**src/rtl/ram_copy_pkg.sv**
```systemverilog
// ram_copy_pkg: shared types and constants for the ram_copy_dma word-copy engine.
//   ram_copy_state_e     : FSM state encoding (IDLE..DONE)
//   DefaultTimeoutCycles : default ack wait limit when the timeout build option is on
//   CyclesPerWord        : cycles one word takes against a RAM that acks on the next edge
package ram_copy_pkg;

  typedef enum logic [2:0] {
    StIdle,
    StRdReq,
    StRdWait,
    StWrReq,
    StWrWait,
    StDone
  } ram_copy_state_e;

  localparam int unsigned DefaultTimeoutCycles = 16;
  localparam int unsigned CyclesPerWord        = 4;

endpackage

```
**src/rtl/ram_copy_wdog.sv**
```systemverilog
// ram_copy_wdog: ack wait counter for ram_copy_dma.
//   clk_i, arstn_i : clock, synchronous active-low reset
//   clear          : restart the count (asserted the cycle before a wait state is entered)
//   enable         : a wait cycle passed without the expected ack
//   expired        : this wait cycle is the last one allowed; the engine must abort
module ram_copy_wdog #(
  parameter int unsigned TIMEOUT_CYCLES = 16
) (
  input  logic clk_i,
  input  logic arstn_i,
  input  logic clear,
  input  logic enable,
  output logic expired
);

  localparam int unsigned CntWidth = $clog2(TIMEOUT_CYCLES + 1);

  logic [CntWidth-1:0] count_q, count_d;

  always_comb begin
    count_d = count_q;
    if (clear) begin
      count_d = '0;
    end else if (enable) begin
      count_d = count_q + CntWidth'(1);
    end
  end

  always_ff @(posedge clk_i) begin
    if (!arstn_i) begin
      count_q <= '0;
    end else begin
      count_q <= count_d;
    end
  end

  // Fires on the cycle the count would reach the limit, so the jump to DONE lands exactly
  // TIMEOUT_CYCLES cycles after the wait state was entered.
  assign expired = enable && (count_q == CntWidth'(TIMEOUT_CYCLES - 1));

endmodule

```
**src/rtl/ram_copy_dma.sv**
```systemverilog
// ram_copy_dma: copies cmd_len_i words inside a ram instance, one word at a time
// (read, capture, write) in ascending address order with wrap-around.
//   clk_i, arstn_i              : clock, synchronous active-low reset
//   cmd_valid_i / cmd_ready_o   : command handshake; ready only while idle
//   cmd_src_i, cmd_dst_i        : first source / destination address
//   cmd_len_i                   : word count, zero is legal
//   busy_o, done_o, err_o       : busy from accept to done; done/err are one-cycle pulses
//   rd_o, rd_addr_o             : read request pulse and address
//   ack_rd_i, rd_data_i         : read ack with data in the same cycle
//   wr_o, wr_addr_o, wr_data_o  : write request pulse, address and data
//   ack_wr_i                    : write ack
// Build option: define RAM_COPY_TIMEOUT_EN to abort a command when an ack does not arrive
// within TIMEOUT_CYCLES; err_o then pulses with done_o. Without it waits are unbounded.
module ram_copy_dma
  import ram_copy_pkg::*;
#(
  parameter int unsigned WORD_WIDTH     = 4,
  parameter int unsigned ADDR_WIDTH     = 4,
  parameter int unsigned TIMEOUT_CYCLES = DefaultTimeoutCycles
) (
  input  logic                  clk_i,
  input  logic                  arstn_i,
  input  logic                  cmd_valid_i,
  output logic                  cmd_ready_o,
  input  logic [ADDR_WIDTH-1:0] cmd_src_i,
  input  logic [ADDR_WIDTH-1:0] cmd_dst_i,
  input  logic [ADDR_WIDTH:0]   cmd_len_i,
  output logic                  busy_o,
  output logic                  done_o,
  output logic                  err_o,
  output logic                  rd_o,
  output logic [ADDR_WIDTH-1:0] rd_addr_o,
  input  logic                  ack_rd_i,
  input  logic [WORD_WIDTH-1:0] rd_data_i,
  output logic                  wr_o,
  output logic [ADDR_WIDTH-1:0] wr_addr_o,
  output logic [WORD_WIDTH-1:0] wr_data_o,
  input  logic                  ack_wr_i
);

  localparam int unsigned LenWidth = ADDR_WIDTH + 1;

  ram_copy_state_e       state_q, state_d;
  logic [ADDR_WIDTH-1:0] src_q, src_d;
  logic [ADDR_WIDTH-1:0] dst_q, dst_d;
  logic [LenWidth-1:0]   len_q, len_d;
  logic [WORD_WIDTH-1:0] data_q, data_d;
  logic                  timeout_hit;

  always_ff @(posedge clk_i) begin
    if (!arstn_i) begin
      state_q <= StIdle;
      src_q   <= '0;
      dst_q   <= '0;
      len_q   <= '0;
      data_q  <= '0;
    end else begin
      state_q <= state_d;
      src_q   <= src_d;
      dst_q   <= dst_d;
      len_q   <= len_d;
      data_q  <= data_d;
    end
  end

  always_comb begin
    state_d = state_q;
    src_d   = src_q;
    dst_d   = dst_q;
    len_d   = len_q;
    data_d  = data_q;
    unique case (state_q)
      StIdle: begin
        if (cmd_valid_i) begin
          src_d   = cmd_src_i;
          dst_d   = cmd_dst_i;
          len_d   = cmd_len_i;
          state_d = (cmd_len_i == '0) ? StDone : StRdReq;
        end
      end
      StRdReq: state_d = StRdWait;
      StRdWait: begin
        // ack_wr_i is deliberately not looked at here
        if (ack_rd_i) begin
          data_d  = rd_data_i;
          state_d = StWrReq;
        end else if (timeout_hit) begin
          state_d = StDone;
        end
      end
      StWrReq: state_d = StWrWait;
      StWrWait: begin
        if (ack_wr_i) begin
          src_d   = src_q + ADDR_WIDTH'(1);
          dst_d   = dst_q + ADDR_WIDTH'(1);
          len_d   = len_q - LenWidth'(1);
          state_d = (len_q == LenWidth'(1)) ? StDone : StRdReq;
        end else if (timeout_hit) begin
          state_d = StDone;
        end
      end
      StDone:  state_d = StIdle;
      default: state_d = StIdle;
    endcase
  end

  // All outputs decode straight from registered state so requests last exactly one cycle.
  assign cmd_ready_o = (state_q == StIdle);
  assign busy_o      = (state_q != StIdle) && (state_q != StDone);
  assign done_o      = (state_q == StDone);
  assign rd_o        = (state_q == StRdReq);
  assign rd_addr_o   = src_q;
  assign wr_o        = (state_q == StWrReq);
  assign wr_addr_o   = dst_q;
  assign wr_data_o   = data_q;

`ifdef RAM_COPY_TIMEOUT_EN
  logic wait_clear;
  logic wait_enable;
  logic err_q;

  // Clearing in the request state means the count starts at zero on entry to the wait.
  assign wait_clear  = (state_q == StRdReq) || (state_q == StWrReq);
  assign wait_enable = ((state_q == StRdWait) && !ack_rd_i) ||
                       ((state_q == StWrWait) && !ack_wr_i);

  ram_copy_wdog #(
    .TIMEOUT_CYCLES(TIMEOUT_CYCLES)
  ) u_wdog (
    .clk_i  (clk_i),
    .arstn_i(arstn_i),
    .clear  (wait_clear),
    .enable (wait_enable),
    .expired(timeout_hit)
  );

  always_ff @(posedge clk_i) begin
    if (!arstn_i) begin
      err_q <= 1'b0;
    end else if (state_q == StIdle) begin
      err_q <= 1'b0;
    end else if (timeout_hit) begin
      err_q <= 1'b1;
    end
  end

  assign err_o = err_q && (state_q == StDone);
`else
  logic unused_timeout_cfg;
  assign unused_timeout_cfg = |TIMEOUT_CYCLES;
  assign timeout_hit        = 1'b0;
  assign err_o              = 1'b0;
`endif

endmodule

```
**config.mk**
```make
export PLATFORM = sky130hd
export DESIGN_NAME = ram_copy_dma
export DESIGN_NICKNAME = d
export VERILOG_FILES = /design/src/rtl/ram_copy_pkg.sv /design/src/rtl/ram_copy_wdog.sv /design/src/rtl/ram_copy_dma.sv
export SDC_FILE = /design/constraint.sdc
export NUM_CORES = 1
export LEC_CHECK = 0
export ABC_AREA = 1
export CAP_MARGIN = 20
export CORE_MARGIN = 1
export CORE_UTILIZATION = 51
export CTS_BUF_LIST = sky130_fd_sc_hd__clkbuf_2
export CTS_CLUSTER_SIZE = 30
export DETAILED_ROUTE_END_ITERATION = 10
export PLACE_DENSITY = 0.87
export SLEW_MARGIN = 0
export SYNTH_ARGS = -nofsm -noshare
export SYNTH_HDL_FRONTEND = slang
export SYNTH_HIERARCHICAL = 1
export SYNTH_SLANG_ARGS = --single-unit
export TNS_END_PERCENT = 50
```
**constraint.sdc**
```tcl
create_clock -name clk_i -period 3.1 [get_ports clk_i]
set_input_delay 0.62 -clock clk_i [delete_from_list [all_inputs] [get_ports clk_i]]
set_output_delay 0.62 -clock clk_i [all_outputs]
set_load 0.05 [all_outputs]
```
==> results.json, run 1 <==
{
  "status": "finished clean",
  "synthCells": 180,
  "clockRootBuffer": "clkbuf_2",
  "vias_per_cell": 5.11,
  "cap_violations": 0,
  "fmax_ghz": 0.382,
  "seq_area_frac_synth_pct": 32.2,
  "power.internal_mw": 0.535,
  "p_sw_mw": 0.361,
  "hp-class": "flip-flop to flip-flop",
  "crit_chain": "inv_2 > nand2_4 > nor2_4 > nor2_1 > clkdlybuf4s50_1",
  "worst_slew_pin_slew_ns": 0.561,
  "p_per_area_nw_per_um2": 543,
  "groute.usage.overall_pct": 23.4,
  "cts_tree": "built",
  "post_drt_wl_per_cell_microns": 11.5,
  "insertedDiodeCount": 0,
  "cts_buffers": 3,
  "max-vdd-ir-drop_uv": 451,
  "period_share_pct": 84.4,
  "first_global_vias": 1184,
  "syn_avg_cell_area_sq_um": 6.90,
  "swShare_pct": 40.3,
  "cts_resized": 0,
  "critPathRequiredTime_ns": 2.48,
  "max-slew-margin-rel_pct": 62.5,
  "grt_pass1_wl_microns": 4660,
  "drt-initial-drc-count": 21,
  "fillers": 207,
  "cp_slowest_cell": "clkdlybuf4s50_1",
  "slew_viol_final": 0,
  "final_cells": 244,
  "grt_max_degree": 21,
  "fin_crit_ns": 2.62,
  "fin_tns_setup_ns": 0,
  "placed_cells": 240,
  "first_pass_iters": 4,
  "use_met3_pct": 4.17,
  "pwr-share-clk_pct": 22.2,
  "core-area_sq_um": 2250,
  "clk_latency_ns": 0.32,
  "die_h_microns": 51.4,
  "cts_setup_buffers": 0,
  "port_buffers": 38,
  "via_count": 1246,
  "ys_ff_latch": 20,
  "critPathLaunchType": "flip-flop",
  "dpl.hpwl_microns": 2080,
  "grt_use_met2_pct": 45.8,
  "p_leak_nw": 0.751,
  "seq_power_share_pct": 36.1,
  "clock_sinks": 20,
  "cts_hold_buf": 0,
  "layout-area-overhead-vs-synth_pct": 32.8,
  "drive_gt1_share_pct": 13.4,
  "max-clock-path-buffers": 2,
  "cp.arrival_ns": 2.00,
  "cpPeakStageDelay_ns": 0.84,
  "fp.dieArea_sq_um": 2640,
  "initial_core_util_pct": 55.1,
  "grt_use_met1_pct": 23.9,
  "rsz0062_at_grt": "false",
  "die_w_microns": 51.4,
  "antenna_found_initial": 0,
  "detailedPlace.worstSlack_ns": 0.884,
  "final_nets": 243,
  "num_io_pins": 40,
  "combPwrFrac_pct": 41.7,
  "gr-total-overflow": 0,
  "worst_setup_path_end_kind": "output port",
  "finalSetupViolations": 0,
  "fin_skew_ns": 0.00840,
  "wl_microns": 2800,
  "place.gp.congestion": 0.847,
  "drtAntennaViolNets": 0,
  "synthesis.area_sq_um": 1240,
  "critical_path_class": "flip-flop to output port",
  "synth_fp_nets": 206,
  "worst_slack_ns": 0.484,
  "rows": 17,
  "h-tree-depth": 1,
  "grt.busiest_layer": "met2",
  "hold_viol": 0,
  "synth-warning-count": 6,
  "synth.distinct_cells": 26,
  "drc_errors": 0,
  "cp_max_fo": 5,
  "cts.clk_slew.worst_paths_ns": 0.22
}
## cell usage in the layout, fill, tap and decap left out, types with 3 or more instances in the layout
| cell type | count |
|---|---|
| inv_1 | 22 |
| dfxtp_1 | 20 |
| nor2_1 | 35 |
| clkbuf_2 | 3 |
| o21ai_2 | 5 |
| nand2_1 | 27 |
| a21oi_2 | 8 |
| nand3_1 | 8 |
| o21ai_0 | 16 |
| inv_2 | 3 |
| ha_1 | 4 |
| clkdlybuf4s50_1 | 38 |
| o21ai_1 | 8 |
## critical path, delay by kind of cell (launching register included)
| family | cells | cell delay (ns) |
|---|---|---|
| buffers and inverters | 2 | 0.92 |
| flip-flops | 1 | 0.45 |
| AND/OR/NAND/NOR | 3 | 0.30 |
## cell families after synthesis
group | Yosys count | synth area share, %
other cells | 1 | 0.302
fa+ha+maj | 4 | 4.03
flops | 20 | 32.2
simple gates | 80 | 28.9
xor+xnor | 3 | 2.12
compound gates | 39 | 19.6
buf+inv | 33 | 12.8
## worst paths after layout
check / startpoint / cells past startpoint / slack, ns / end
worst min-delay path: wr_data_o[3] / 2 / 0.51 / wr_data_o[3]
worst max register to register: state_q[2] / 7 / 1.47 / len_q[1]
worst min register to register: wr_data_o[3] / 2 / 0.51 / wr_data_o[3]
worst max-delay path: state_q[1] / 5 / 0.48 / busy_o
## routing by layer
metal	share of wire, %	wire length, microns	vias to the layer above
met1	42	1170	570
met5	0	0	-
met4	0.96	27	0
met2	52	1470	32
met3	4.9	138	2
li1	-	-	642
## metrics by stage
step                total power, mW  hold slack (ns)  area [sq um]  util [%]
CTS                           0.900            0.507          1650      73.2
detailed placement            0.702            0.479          1610      71.2
global route                  0.944            0.530          1650      73.2
global placement              0.689            0.463          1610      71.2
floorplan                     0.595            0.474          1240         -
finish                        0.896            0.506          1650      73.2
## flip-flops by register name (all words and copies together), names as in the netlist
name / flops
rd_addr_o: 4
state_q: 3
len_q: 5
wr_data_o: 4
wr_addr_o: 4
## cell type report
cell class	instances	area (sq um)	area share, %
well taps	28	35.0	2.12
clock buffers	3	15.0	0.910
inverters	27	106	6.44
repair buffers	38	380	23.0
flip-flops and latches	20	400	24.3
multi-input cells	127	683	41.4
clock inverters	1	30.0	1.82
## Yosys cell counts
| master | number | area share, % |
|---|---|---|
| nor2_4 | 1 | 0.91 |
| buf_4 | 2 | 1.2 |
| o21ai_0 | 16 | 6.4 |
| inv_1 | 22 | 6.6 |
| dfxtp_1 | 20 | 32 |
| nor2_2 | 2 | 1.0 |
| ha_1 | 4 | 4.0 |
| nor2_1 | 35 | 11 |
| clkbuf_1 | 1 | 0.30 |
| a21oi_1 | 2 | 0.81 |
| buf_6 | 3 | 2.7 |
| o21ai_2 | 5 | 3.5 |
| xor2_1 | 1 | 0.71 |
| nand2_4 | 1 | 0.91 |
| nor4_1 | 1 | 0.50 |
| inv_4 | 2 | 1.0 |
| inv_2 | 3 | 0.91 |
| conb_1 | 1 | 0.30 |
| nand2_1 | 27 | 8.2 |
| a21oi_2 | 8 | 5.6 |
| nand3_1 | 8 | 3.2 |
| nand2_2 | 2 | 1.0 |
| nor2_8 | 1 | 1.6 |
| o21ai_1 | 8 | 3.2 |
| nand4_1 | 2 | 1.0 |
| xnor2_1 | 2 | 1.4 |
## power groups by stage
stage	Combinational, mW	Sequential, mW	Clock (mW)
after detailed placement	0.374	0.328	0
after floorplan	0.205	0.390	0
final	0.373	0.324	0.199
after CTS	0.376	0.323	0.201
after global placement	0.363	0.326	0
after global routing	0.403	0.329	0.211
(Power assumes the default switching activity.)
==> run 2: changes to the inputs <==
Settings changed: CORE_UTILIZATION 51 to 43, PLACE_DENSITY 0.87 to 0.78.
Clock period 3.1 ns to 2.3 ns, I/O delays scaled along.
==> results.json, run 2 (same netlist as run 1, synthesis figures left out) <==
{
  "clockRootBuffer": "clkbuf_2",
  "drtAntennaViolNets": 0,
  "initial_core_util_pct": 45.1,
  "cts_resized": 1,
  "largest_reg_flops": 5,
  "p_per_area_nw_per_um2": 660,
  "cts_hold_buf": 0,
  "critPathLaunchType": "flip-flop",
  "cts_setup_buffers": 0,
  "cts_buffers": 3,
  "cp.arrival_ns": 1.61,
  "worst_hold_slack_ns": 0.507,
  "final_cells": 248,
  "cts_tree": "built",
  "fin_tns_setup_ns": 0,
  "core-area_sq_um": 2760,
  "fillers": 279,
  "max-clock-path-buffers": 2,
  "hp-class": "flip-flop to flip-flop",
  "fin_crit_ns": 2.07,
  "seq_area_sq_um": 400,
  "cts.clk_slew.worst_paths_ns": 0.19,
  "clk_latency_ns": 0.32,
  "die_h_microns": 55.8,
  "multiInputGateArea_sq_um": 683,
  "r2r_slack_ns": 0.72,
  "fmax_ghz": 0.484,
  "clock_sinks": 20,
  "layout-area-overhead-vs-synth_pct": 30.7,
  "dpl.hpwl_microns": 1960,
  "regMostFlops": "len_q",
  "critPathRequiredTime_ns": 1.84,
  "first_pass_iters": 4,
  "port_buffers": 38,
  "cpPeakStageDelay_ns": 0.84,
  "hold_depth": 2,
  "placed_cells": 244,
  "vias_per_cell": 4.74,
  "reg2reg_depth": 7,
  "num_io_pins": 40,
  "min_from": "wr_data_o[3]",
  "p_leak_nw": 0.751,
  "critPathTopFamily": "buffers and inverters",
  "via_count": 1176,
  "critical_path_class": "flip-flop to output port",
  "place.gp.congestion": 0.780,
  "antenna_found_initial": 0,
  "crit_chain": "clkdlybuf4s50_1",
  "gr-total-overflow": 0,
  "worst_slew_pin_slew_ns": 0.507,
  "groute.usage.overall_pct": 17.1,
  "status": "finished clean",
  "grt_max_degree": 21,
  "worst_setup_path_end_kind": "output port",
  "grt_pass1_wl_microns": 4190,
  "cp_slowest_cell": "clkdlybuf4s50_1",
  "slew_viol_final": 0,
  "first_global_vias": 999,
  "insertedDiodeCount": 0,
  "die_w_microns": 55.8,
  "finalSetupViolations": 0,
  "hold_end": "wr_data_o[3]",
  "drive_gt1_share_pct": 15.2,
  "h-tree-depth": 1,
  "max-vdd-ir-drop_uv": 445,
  "hold_viol": 0,
  "final_nets": 244,
  "rows": 19,
  "wl_microns": 2550,
  "fp.dieArea_sq_um": 3110,
  "r2r-end": "len_q[2]",
  "timing.rr.start": "state_q[2]",
  "post_drt_wl_per_cell_microns": 10.3,
  "period_share_pct": 89.8,
  "cap_violations": 0,
  "mostFrequentLayoutCells": "nor2_1 (35), clkdlybuf4s50_1 (33), nand2_1 (27)",
  "max-slew-margin-rel_pct": 66.1,
  "drt-initial-drc-count": 23,
  "layout_commonest_cell": "nor2_1",
  "rsz0062_at_grt": "false",
  "cp_max_fo": 5,
  "fin_skew_ns": 0.00529,
  "drc_errors": 0,
  "critPathBufInv": 1,
  "worst_setup_path_startpoint": "rd_addr_o[0]"
}
-- run 2: per-layer routing --
metal / vias to the layer above / track usage, % / wire (microns)
met1: 504 / 21.8 / 1270
met3: 5 / 3.02 / 99
li1: 642 / - / -
met2: 25 / 28.2 / 1140
met5: - / 0 / 0
met4: 0 / 7.50 / 40
-- run 2: layout make-up --
type                       instances  share of cell area, %
tap                               31                   2.39
clock inverter                     1                  0.231
clock buffer                       3                  0.924
sequential                        20                   24.7
timing repair buffer              39                   23.2
inverter                          27                   6.55
multi-input combinational        127                   42.1
-- run 2: worst max-delay path by stage --
stage | slack [ns] | cells after the start | endpoint
5_1_grt | 0.12 | 1 | wr_addr_o[0]
3_5_place_dp | 0.39 | 4 | cmd_ready_o
2_1_floorplan | 0.18 | 3 | busy_o
3_3_place_gp | 0.41 | 4 | cmd_ready_o
6_report | 0.23 | 1 | rd_addr_o[0]
4_1_cts | 0.21 | 1 | rd_addr_o[2]
-- run 2: power by group --
group | leakage (nW) | internal, mW | switching (mW)
clock | 0.0140 | 0.0378 | 0.107
combinational | 0.572 | 0.173 | 0.318
sequential | 0.165 | 0.393 | 0.0431
-- run 2: worst reg2reg max path, stage by stage, from the launching register on --
cell     delay (ns)
dfxtp_1        0.47
inv_2          0.13
nor2_8         0.24
nand2_2        0.07
nand2_2        0.31
inv_4          0.10
nor2_1         0.12
nor2_1         0.05
-- run 2: metrics by stage --
step                total power, mW  utilization, %  setup slack (ns)  area, sq um
global route                   1.14            58.9             0.124         1620
detailed placement            0.940            58.3             0.392         1610
global placement              0.932            58.3             0.414         1610
CTS                            1.08            58.9             0.214         1620
finish                         1.07            58.9             0.235         1620
floorplan                     0.803               -             0.180         1240
==> run 3: changes to the inputs <==
Settings changed: CORE_UTILIZATION 43 to 51, PLACE_DENSITY 0.78 to 0.87.
Clock period 2.3 ns to 2.4 ns, I/O delays scaled along.
==> results.json, run 3 (same netlist as run 1, synthesis figures left out) <==
{
  "hold_viol": 0,
  "drtAntennaViolNets": 0,
  "slew_viol_final": 0,
  "hp-class": "flip-flop to flip-flop",
  "die_w_microns": 51.4,
  "initial_core_util_pct": 55.1,
  "clockRootBuffer": "clkbuf_2",
  "clk_latency_ns": 0.33,
  "p_per_area_nw_per_um2": 695,
  "mostFrequentLayoutCells": "nor2_1 (35), clkdlybuf4s50_1 (34), nand2_1 (27)",
  "cap_violations": 0,
  "cp_max_fo": 6,
  "cts.clk_slew.worst_paths_ns": 0.21,
  "cts_tree": "built",
  "max-clock-path-buffers": 2,
  "critPathBufInv": 2,
  "cp.arrival_ns": 1.85,
  "reg2reg_depth": 7,
  "worst_setup_path_end_kind": "output port",
  "critPathLaunchType": "flip-flop",
  "worst_setup_path_startpoint": "state_q[0]",
  "r2r-end": "len_q[0]",
  "wl_microns": 2780,
  "final_nets": 244,
  "r2r_slack_ns": 0.81,
  "hold_depth": 2,
  "fillers": 183,
  "die_h_microns": 51.4,
  "insertedDiodeCount": 0,
  "status": "finished clean",
  "core-area_sq_um": 2250,
  "critical_path_class": "flip-flop to output port",
  "max-vdd-ir-drop_uv": 529,
  "grt_max_degree": 21,
  "final_cell_area_sq_um": 1660,
  "fp.dieArea_sq_um": 2640,
  "max-slew-margin-rel_pct": 64.7,
  "placed_cell_area_sq_um": 1610,
  "multiInputGateArea_sq_um": 683,
  "crit_chain": "inv_2 > nand2_4 > nor2_4 > clkdlybuf4s50_1",
  "drt-initial-drc-count": 18,
  "place.gp.congestion": 0.832,
  "antenna_found_initial": 0,
  "hold_end": "wr_data_o[3]",
  "first_global_vias": 1179,
  "rows": 17,
  "grt_pass1_wl_microns": 4680,
  "largest_reg_flops": 5,
  "port_buffers": 38,
  "groute.usage.overall_pct": 23.6,
  "regMostFlops": "len_q",
  "seq_area_sq_um": 400,
  "first_pass_iters": 4,
  "gr-total-overflow": 0,
  "fin_skew_ns": 0.0117,
  "h-tree-depth": 1,
  "cts_buffers": 3,
  "cpPeakStageDelay_ns": 0.81,
  "worst_slew_pin_slew_ns": 0.528,
  "layout-area-overhead-vs-synth_pct": 33.6,
  "num_io_pins": 40,
  "timing.rr.start": "state_q[2]",
  "cts_setup_buffers": 0,
  "post_drt_wl_per_cell_microns": 11.4,
  "clock_sinks": 20,
  "cp_slowest_cell": "clkdlybuf4s50_1",
  "drc_errors": 0,
  "rsz0062_at_grt": "false",
  "finalSetupViolations": 0,
  "p_leak_nw": 0.796,
  "drive_gt1_share_pct": 13.8,
  "critPathTopFamily": "buffers and inverters",
  "fmax_ghz": 0.430,
  "fin_crit_ns": 2.33,
  "dpl.hpwl_microns": 2130,
  "vias_per_cell": 5.11,
  "layout_commonest_cell": "nor2_1",
  "via_count": 1253,
  "min_from": "wr_data_o[3]",
  "critPathRequiredTime_ns": 1.92,
  "fin_tns_setup_ns": 0,
  "period_share_pct": 96.9
}
==> run 3: cell count changes in the layout (fill, tap and decap cells not counted) <==
cell	previous run	this run
buf_4	5	1
bufinv_16	0	1
clkdlybuf4s50_1	33	34
clkinv_1	1	0
dlygate4sd2_1	1	2
dlymetal6s2s_1	0	2
==> run 3: worst reg2reg max path, cell delays in order, from the launching register on <==
cell and delay, ns:
dfxtp_1 0.49, inv_2 0.13, nor2_8 0.25, nand2_2 0.07, nand2_2 0.31, inv_4 0.10, nor2_1 0.12, nor2_1 0.05
==> run 3: where the power goes <==
group / total, mW / switching (mW) / internal [mW] / leakage, nW
sequential: 0.418 / 0.0419 / 0.376 / 0.165
combinational: 0.479 / 0.311 / 0.168 / 0.605
clock: 0.256 / 0.113 / 0.144 / 0.0266
total: 1.15 / 0.465 / 0.688 / 0.796
==> run 3: worst max-delay path by stage <==
stage	endpoint	slack, ns	depth (start not counted)
after floorplan	busy_o	0.26	3
after global placement	busy_o	0.43	5
after detailed placement	busy_o	0.35	5
after CTS	rd_o	0.03	5
after global routing	cmd_ready_o	0.01	4
final	cmd_ready_o	0.07	4
==> run 3: routing by layer <==
layer	vias to the layer above	part of all wire (%)	global-route usage, %	wire length [microns]
met5	-	0	0	0
met4	0	0.97	8.11	27
met3	4	4.2	3.57	118
met2	37	50	45.0	1400
met1	571	44	26.1	1240
li1	641	-	-	-
==> run 3: layout make-up <==
cell class / instances / share of cell area, %
sequential: 20 / 24.1
tap: 28 / 2.11
timing repair buffer: 39 / 23.5
multi-input combinational: 127 / 41.1
clock buffer: 3 / 0.904
clock inverter: 1 / 1.81
inverter: 27 / 6.41
==> run 3: what timing repair did <==
action,in CTS,in global routing
endpoints found under the setup margin,2,2
gates resized for setup,2,2
hold buffers,0,0
==> run 3: per-stage QoR <==
step           setup slack (ns)  util, %  cells  total power, mW  hold WS [ns]
4_1_cts                  0.0296     73.4    245             1.16         0.510
5_1_grt                  0.0118     73.6    245             1.22         0.527
3_5_place_dp              0.348     71.5    241            0.906         0.477
3_3_place_gp              0.435     71.5    241            0.892         0.464
6_report                 0.0747     73.6    245             1.15         0.507
2_1_floorplan             0.260        -    180            0.769         0.474
